`src/rtl/pipe_stage_reg_pkg.sv`:
```
// Shared definitions for elastic pipeline-stage registers: write-back
// payload layout and the stage occupancy/state encoding.
package pipe_pkg;

    // Write-back payload field positions
    localparam int SEL_WB_BIT    = 70;
    localparam int REG_RW_BIT    = 69;
    localparam int ADDR_DST_HI   = 68;
    localparam int ADDR_DST_LO   = 64;
    localparam int ALU_RESULT_HI = 63;
    localparam int ALU_RESULT_LO = 32;
    localparam int DATA_OUT_HI   = 31;
    localparam int DATA_OUT_LO   = 0;
    localparam int WB_WIDTH      = 71;

    // Stage state; the numeric value doubles as the occupancy count
    typedef enum logic [1:0] {
        ST_EMPTY = 2'd0,
        ST_FULL  = 2'd1,
        ST_SKID  = 2'd2
    } pipe_state_e;

    // Pack the write-back fields into one stage payload
    function automatic logic [WB_WIDTH-1:0] wb_pack(
        input logic        sel_wb,
        input logic        reg_rw,
        input logic [4:0]  addr_dst,
        input logic [31:0] alu_result,
        input logic [31:0] data_out
    );
        logic [WB_WIDTH-1:0] pkt;
        pkt                              = {WB_WIDTH{1'b0}};
        pkt[SEL_WB_BIT]                  = sel_wb;
        pkt[REG_RW_BIT]                  = reg_rw;
        pkt[ADDR_DST_HI:ADDR_DST_LO]     = addr_dst;
        pkt[ALU_RESULT_HI:ALU_RESULT_LO] = alu_result;
        pkt[DATA_OUT_HI:DATA_OUT_LO]     = data_out;
        return pkt;
    endfunction

endpackage

```
`src/rtl/pipe_stage_reg.sv`:
```
// Elastic pipeline-stage register with valid/ready handshake, synchronous
// flush and a saturating stall counter. SKID=1 adds an overflow entry so
// in_ready is registered; SKID=0 is a single register with a
// combinational in_ready.
module pipe_stage_reg
    import pipe_pkg::*;
#(
    parameter int WIDTH = WB_WIDTH,
    parameter int SKID  = 1,
    parameter int CNT_W = 16
) (
    input  logic             clk,
    input  logic             rst,
    input  logic             flush,
    input  logic             in_valid,
    output logic             in_ready,
    input  logic [WIDTH-1:0] in_data,
    output logic             out_valid,
    input  logic             out_ready,
    output logic [WIDTH-1:0] out_data,
    output logic [1:0]       occupancy,
    output logic [CNT_W-1:0] stall_cnt
);

    localparam logic [WIDTH-1:0] DATA_ZERO = {WIDTH{1'b0}};
    localparam logic [CNT_W-1:0] STALL_MAX = {CNT_W{1'b1}};

    logic             in_hs_s;
    logic             out_hs_s;
    logic [CNT_W-1:0] stall_q;

    assign in_hs_s   = in_valid & in_ready;
    assign out_hs_s  = out_valid & out_ready;
    assign stall_cnt = stall_q;

    // Count edges where a beat is offered but not taken; flush does not clear it
    always_ff @(posedge clk) begin
        if (rst) begin
            stall_q <= {CNT_W{1'b0}};
        end else if (out_valid && !out_ready && (stall_q != STALL_MAX)) begin
            stall_q <= stall_q + CNT_W'(1);
        end else begin
            stall_q <= stall_q;
        end
    end

    generate
        if (SKID != 0) begin : g_skid
            pipe_state_e      state_q, state_d;
            logic [WIDTH-1:0] main_q, main_d;
            logic [WIDTH-1:0] skid_q, skid_d;
            logic             in_ready_q;
            logic             out_valid_q;
            logic [1:0]       occ_q;

            // Next state and payload movement between input, main and skid entry
            always_comb begin
                state_d = state_q;
                main_d  = main_q;
                skid_d  = skid_q;
                if (flush) begin
                    state_d = ST_EMPTY;
                    main_d  = DATA_ZERO;
                    skid_d  = DATA_ZERO;
                end else begin
                    case (state_q)
                        ST_EMPTY: begin
                            if (in_hs_s) begin
                                state_d = ST_FULL;
                                main_d  = in_data;
                            end else begin
                                state_d = ST_EMPTY;
                            end
                        end
                        ST_FULL: begin
                            if (in_hs_s && out_hs_s) begin
                                main_d = in_data;
                            end else if (out_hs_s) begin
                                state_d = ST_EMPTY;
                            end else if (in_hs_s) begin
                                state_d = ST_SKID;
                                skid_d  = in_data;
                            end else begin
                                state_d = ST_FULL;
                            end
                        end
                        ST_SKID: begin
                            if (out_hs_s) begin
                                state_d = ST_FULL;
                                main_d  = skid_q;
                                skid_d  = DATA_ZERO;
                            end else begin
                                state_d = ST_SKID;
                            end
                        end
                        default: begin
                            state_d = ST_EMPTY;
                            main_d  = DATA_ZERO;
                            skid_d  = DATA_ZERO;
                        end
                    endcase
                end
            end

            // State register with registered handshake outputs derived from next state
            always_ff @(posedge clk) begin
                if (rst) begin
                    state_q     <= ST_EMPTY;
                    main_q      <= DATA_ZERO;
                    skid_q      <= DATA_ZERO;
                    in_ready_q  <= 1'b0;
                    out_valid_q <= 1'b0;
                    occ_q       <= 2'd0;
                end else begin
                    state_q     <= state_d;
                    main_q      <= main_d;
                    skid_q      <= skid_d;
                    in_ready_q  <= (state_d != ST_SKID);
                    out_valid_q <= (state_d != ST_EMPTY);
                    occ_q       <= 2'(state_d);
                end
            end

            assign in_ready  = in_ready_q;
            assign out_valid = out_valid_q;
            assign out_data  = main_q;
            assign occupancy = occ_q;
        end else begin : g_single
            logic [WIDTH-1:0] main_q, main_d;
            logic             valid_q, valid_d;
            logic             live_q;

            // Load on input handshake, empty on output handshake, clear on flush
            always_comb begin
                valid_d = valid_q;
                main_d  = main_q;
                if (flush) begin
                    valid_d = 1'b0;
                    main_d  = DATA_ZERO;
                end else if (in_hs_s) begin
                    valid_d = 1'b1;
                    main_d  = in_data;
                end else if (out_hs_s) begin
                    valid_d = 1'b0;
                end else begin
                    valid_d = valid_q;
                end
            end

            // Main register plus a flag that keeps in_ready low through reset
            always_ff @(posedge clk) begin
                if (rst) begin
                    valid_q <= 1'b0;
                    main_q  <= DATA_ZERO;
                    live_q  <= 1'b0;
                end else begin
                    valid_q <= valid_d;
                    main_q  <= main_d;
                    live_q  <= 1'b1;
                end
            end

            assign in_ready  = live_q & (~valid_q | out_ready);
            assign out_valid = valid_q;
            assign out_data  = main_q;
            assign occupancy = {1'b0, valid_q};
        end
    endgenerate

endmodule
```
`config.mk`:
```
export PLATFORM = sky130hd
export DESIGN_NAME = pipe_stage_reg
export DESIGN_NICKNAME = d
export VERILOG_FILES = /design/src/rtl/pipe_stage_reg_pkg.sv /design/src/rtl/pipe_stage_reg.sv
export SDC_FILE = /design/constraint.sdc
export NUM_CORES = 1
export LEC_CHECK = 0
export ABC_AREA = 1
export CAP_MARGIN = 10
export CORE_ASPECT_RATIO = 1.1
export CORE_MARGIN = 5
export CORE_UTILIZATION = 50
export CTS_CLUSTER_DIAMETER = 150
export CTS_CLUSTER_SIZE = 24
export DETAILED_ROUTE_END_ITERATION = 10
export PLACE_DENSITY = 0.83
export SLEW_MARGIN = 10
export SYNTH_ARGS = -nofsm -noshare
export SYNTH_HDL_FRONTEND = slang
export SYNTH_SLANG_ARGS = --single-unit
```
`constraint.sdc`:
```
create_clock -name clk -period 2.4 [get_ports clk]
set_clock_uncertainty 0.2 [all_clocks]
set_input_delay 0.24 -clock clk [delete_from_list [all_inputs] [get_ports clk]]
set_output_delay 0.24 -clock clk [all_outputs]
set_load 0.02 [all_outputs]
```
==> results.py <==
metrics = {
    "final_layout": {
        "antenna_cells": 0,
        "nets": 1231,
        "syn_to_final_growth_pct": 33.1,
        "drive_gt1_frac": 0.0455,
        "regArea_um2": 3240,
        "finalNonFillerCells": 1352,
        "multi_input_area_um2": 3410,
        "fillCellCount": 1195,
    },
    "detailed_routing": {
        "ant_nets": 0,
        "drt_iter0_drc": 736,
        "avgRoutedWirePerCell_um": 14.2,
        "drc": 0,
        "via_count": 7132,
        "drt_wl_total_mm": 19.2,
        "via_per_inst": 5.28,
        "dr.pass1.iters": 7,
    },
    "power_and_ir_drop": {
        "leakagePower_nw": 3.44,
        "power.density_nw_per_um2": 644,
        "ir_worst_vdd_v": 0.000393,
        "p_total_w": 0.00606,
    },
    "clock_network": {
        "cts.path.max_buffers": 2,
        "cts.sinks": 162,
        "htree_num_levels": 4,
        "cts_inserted_buffers": 17,
        "hold_buffers": 0,
        "cts_tree": "built",
        "cts-resized-gates": 0,
        "clk_pin_slew_ns": 0.06,
        "worstSkewPairLatency_ns": 0.42,
        "cts-root-buf": "clkbuf_16",
        "cts_setup_buffers": 0,
    },
    "placement": {
        "dp_hpwl_mm": 11.9,
        "preCtsSetupSlack_ns": 0.253,
        "routabilityCongestion": 0.848,
        "dp.cells": 1323,
        "port_buffers": 166,
    },
    "setup_path": {
        "crit_required_ns": 1.96,
        "critPathTopFamily": "buffers and inverters",
        "path_buf_inv": 1,
        "cp-startpoint": "occupancy[0]$_SDFF_PP0_",
        "cp_slowest_cell": "clkdlybuf4s50_1",
        "path_class": "flip-flop to output port",
        "crit_path_cell_trace": "clkdlybuf4s50_1",
        "cp_max_fo": 6,
        "worstReg2RegStart": "stall_cnt[0]$_SDFFE_PP0P_",
        "start_kind": "flip-flop",
        "cp_slowest_stage_delay_ns": 0.67,
        "arrival_ns": 1.56,
        "crit_path_end_kind": "output port",
    },
    "synthesis": {
        "syn_avg_cell_area_um2": 6.87,
        "synth_area_um2": 7070,
        "ys_ff_latch": 162,
        "synth_fa_ha_area_frac": 0.00177,
        "yosys.area_share.simple": 0.356,
        "synth_cell_types": 25,
        "syn_inst": 1030,
        "yosysSeqAreaShare": 0.459,
        "synth_xor_area_frac": 0.00743,
        "synth_fp_nets": 1107,
        "synth-compound-area-share": 0.115,
        "yosysWarnings": 0,
        "synth_top_family_by_area": "simple AND/OR/NAND/NOR gates",
        "synth.area.mux_share": 0,
    },
    "die": {
        "dieArea_um2": 16600,
        "num_rows": 45,
        "fp.coreArea_um2": 13900,
        "fp.dieW_um": 123,
        "die_y_um": 135,
        "start_util": 0.511,
        "ios": 167,
    },
    "min_path": {
        "min-delay-start": "in_data[66]",
        "hold_class": "input pin to flip-flop",
    },
    "sta": {
        "finalHoldViolCount": 0,
        "setup_violations": 0,
        "tightest_slew_ns": 0.813,
        "fin_tns_setup_ns": 0,
        "fin_crit_sh": 0.835,
        "max_freq_mhz": 499,
        "slew_headroom": 0.458,
        "fin_crit_ns": 2.00,
        "rsz0062_at_grt": "no",
        "worst_slack_ns": 0.396,
        "drv_slew": 0,
    },
    "grt": {
        "grt_pass1_vias": 6512,
        "grt.overflow.total": 0,
        "grt_use_total": 0.228,
        "grt_pass1_wl_mm": 31.0,
        "grt_max_degree": 129,
        "antenna_found_initial": 0,
    },
    "flow_run": {
        "drv_cap": 0,
    },
    "run_status": {
        "outcome": "complete, no violations",
    },
}
path summary, 6_finish.rpt:
kind                               endpoint  slack [ns]  cells after the start
max                            occupancy[0]        0.40                      1
min          g_skid.skid_q[66]$_SDFFE_PP0P_        0.23                      3
max reg2reg      stall_cnt[11]$_SDFFE_PP0P_        0.43                      7
min reg2reg       out_data[16]$_SDFFE_PP0P_        0.26                      2
cells in the final DEF, fill, tap and decap left out, drive strengths merged:
| cell type | netlist | layout |
|---|---|---|
| ha | 1 | 1 |
| nand3b | 2 | 2 |
| o21ai | 5 | 5 |
| clkdlybuf4s50 | 0 | 166 |
| bufinv | 0 | 4 |
| clkinv | 1 | 3 |
| nand4 | 5 | 5 |
| nand2 | 415 | 415 |
| inv | 16 | 16 |
| a21oi | 156 | 156 |
| buf | 38 | 15 |
| dfxtp | 162 | 162 |
| nor2 | 30 | 30 |
| clkbuf | 38 | 23 |
| xor2 | 4 | 4 |
| xnor2 | 2 | 2 |
| and2 | 2 | 2 |
| nand3 | 153 | 153 |
Yosys cell counts, drive strengths merged:
library cell	number	area, µm²
clkbuf	38	143
buf	38	229
dfxtp	162	3240
nor2	30	120
nand3	153	771
ha	1	12.5
a21oi	156	781
clkinv	1	3.75
xor2	4	35.0
and2	2	12.5
o21ai	5	32.5
nand3b	2	15.0
nand4	5	31.3
inv	16	60.1
xnor2	2	17.5
nand2	415	1570
state kept, by name, indices dropped and copies added (netlist names):
name	count
out_valid	1
occupancy	2
g_skid.skid_q	71
in_ready	1
out_data	71
stall_cnt	16
stage by stage:
stage	hold slack (ns)	cell area (µm²)	util
CTS	0.211	9420	0.680
global placement	0.252	8820	0.637
finish	0.226	9420	0.680
detailed placement	0.254	8820	0.637
floorplan	0.109	7070	-
global route	0.228	9420	0.680
power by group:
group          total [W]  switching (W)  internal [W]
Clock            0.00279        0.00101       0.00178
Combinational   0.000528       0.000286      0.000242
Sequential       0.00274      0.0000201       0.00272
cells by family after synthesis:
logic type,count (synthesis)
flip-flops,162
buffers and inverters,93
XOR/XNOR,6
adder cells (fa/ha/maj),1
AO/OA/AOI/OAI,161
AND/OR/NAND/NOR,607
layout make-up:
class                   count  share of cell area
multi-input cells         775               0.362
flip-flops and latches    162               0.345
well taps                 188              0.0250
clock inverters             6              0.0138
inverters                  17             0.00704
repair buffers            181               0.198
clock buffers              23              0.0497
per-layer routing:
| layer | wire length [µm] | GRT usage | up-vias | share of wire |
|---|---|---|---|---|
| met1 | 8190 | 0.284 | 3281 | 0.43 |
| met2 | 9410 | 0.388 | 222 | 0.49 |
| met5 | 0 | 0 | - | 0 |
| met3 | 1180 | 0.0519 | 29 | 0.062 |
| li1 | - | - | 3600 | - |
| met4 | 397 | 0.0769 | 0 | 0.021 |
No activity file was read; power rests on OpenSTA's default activity.
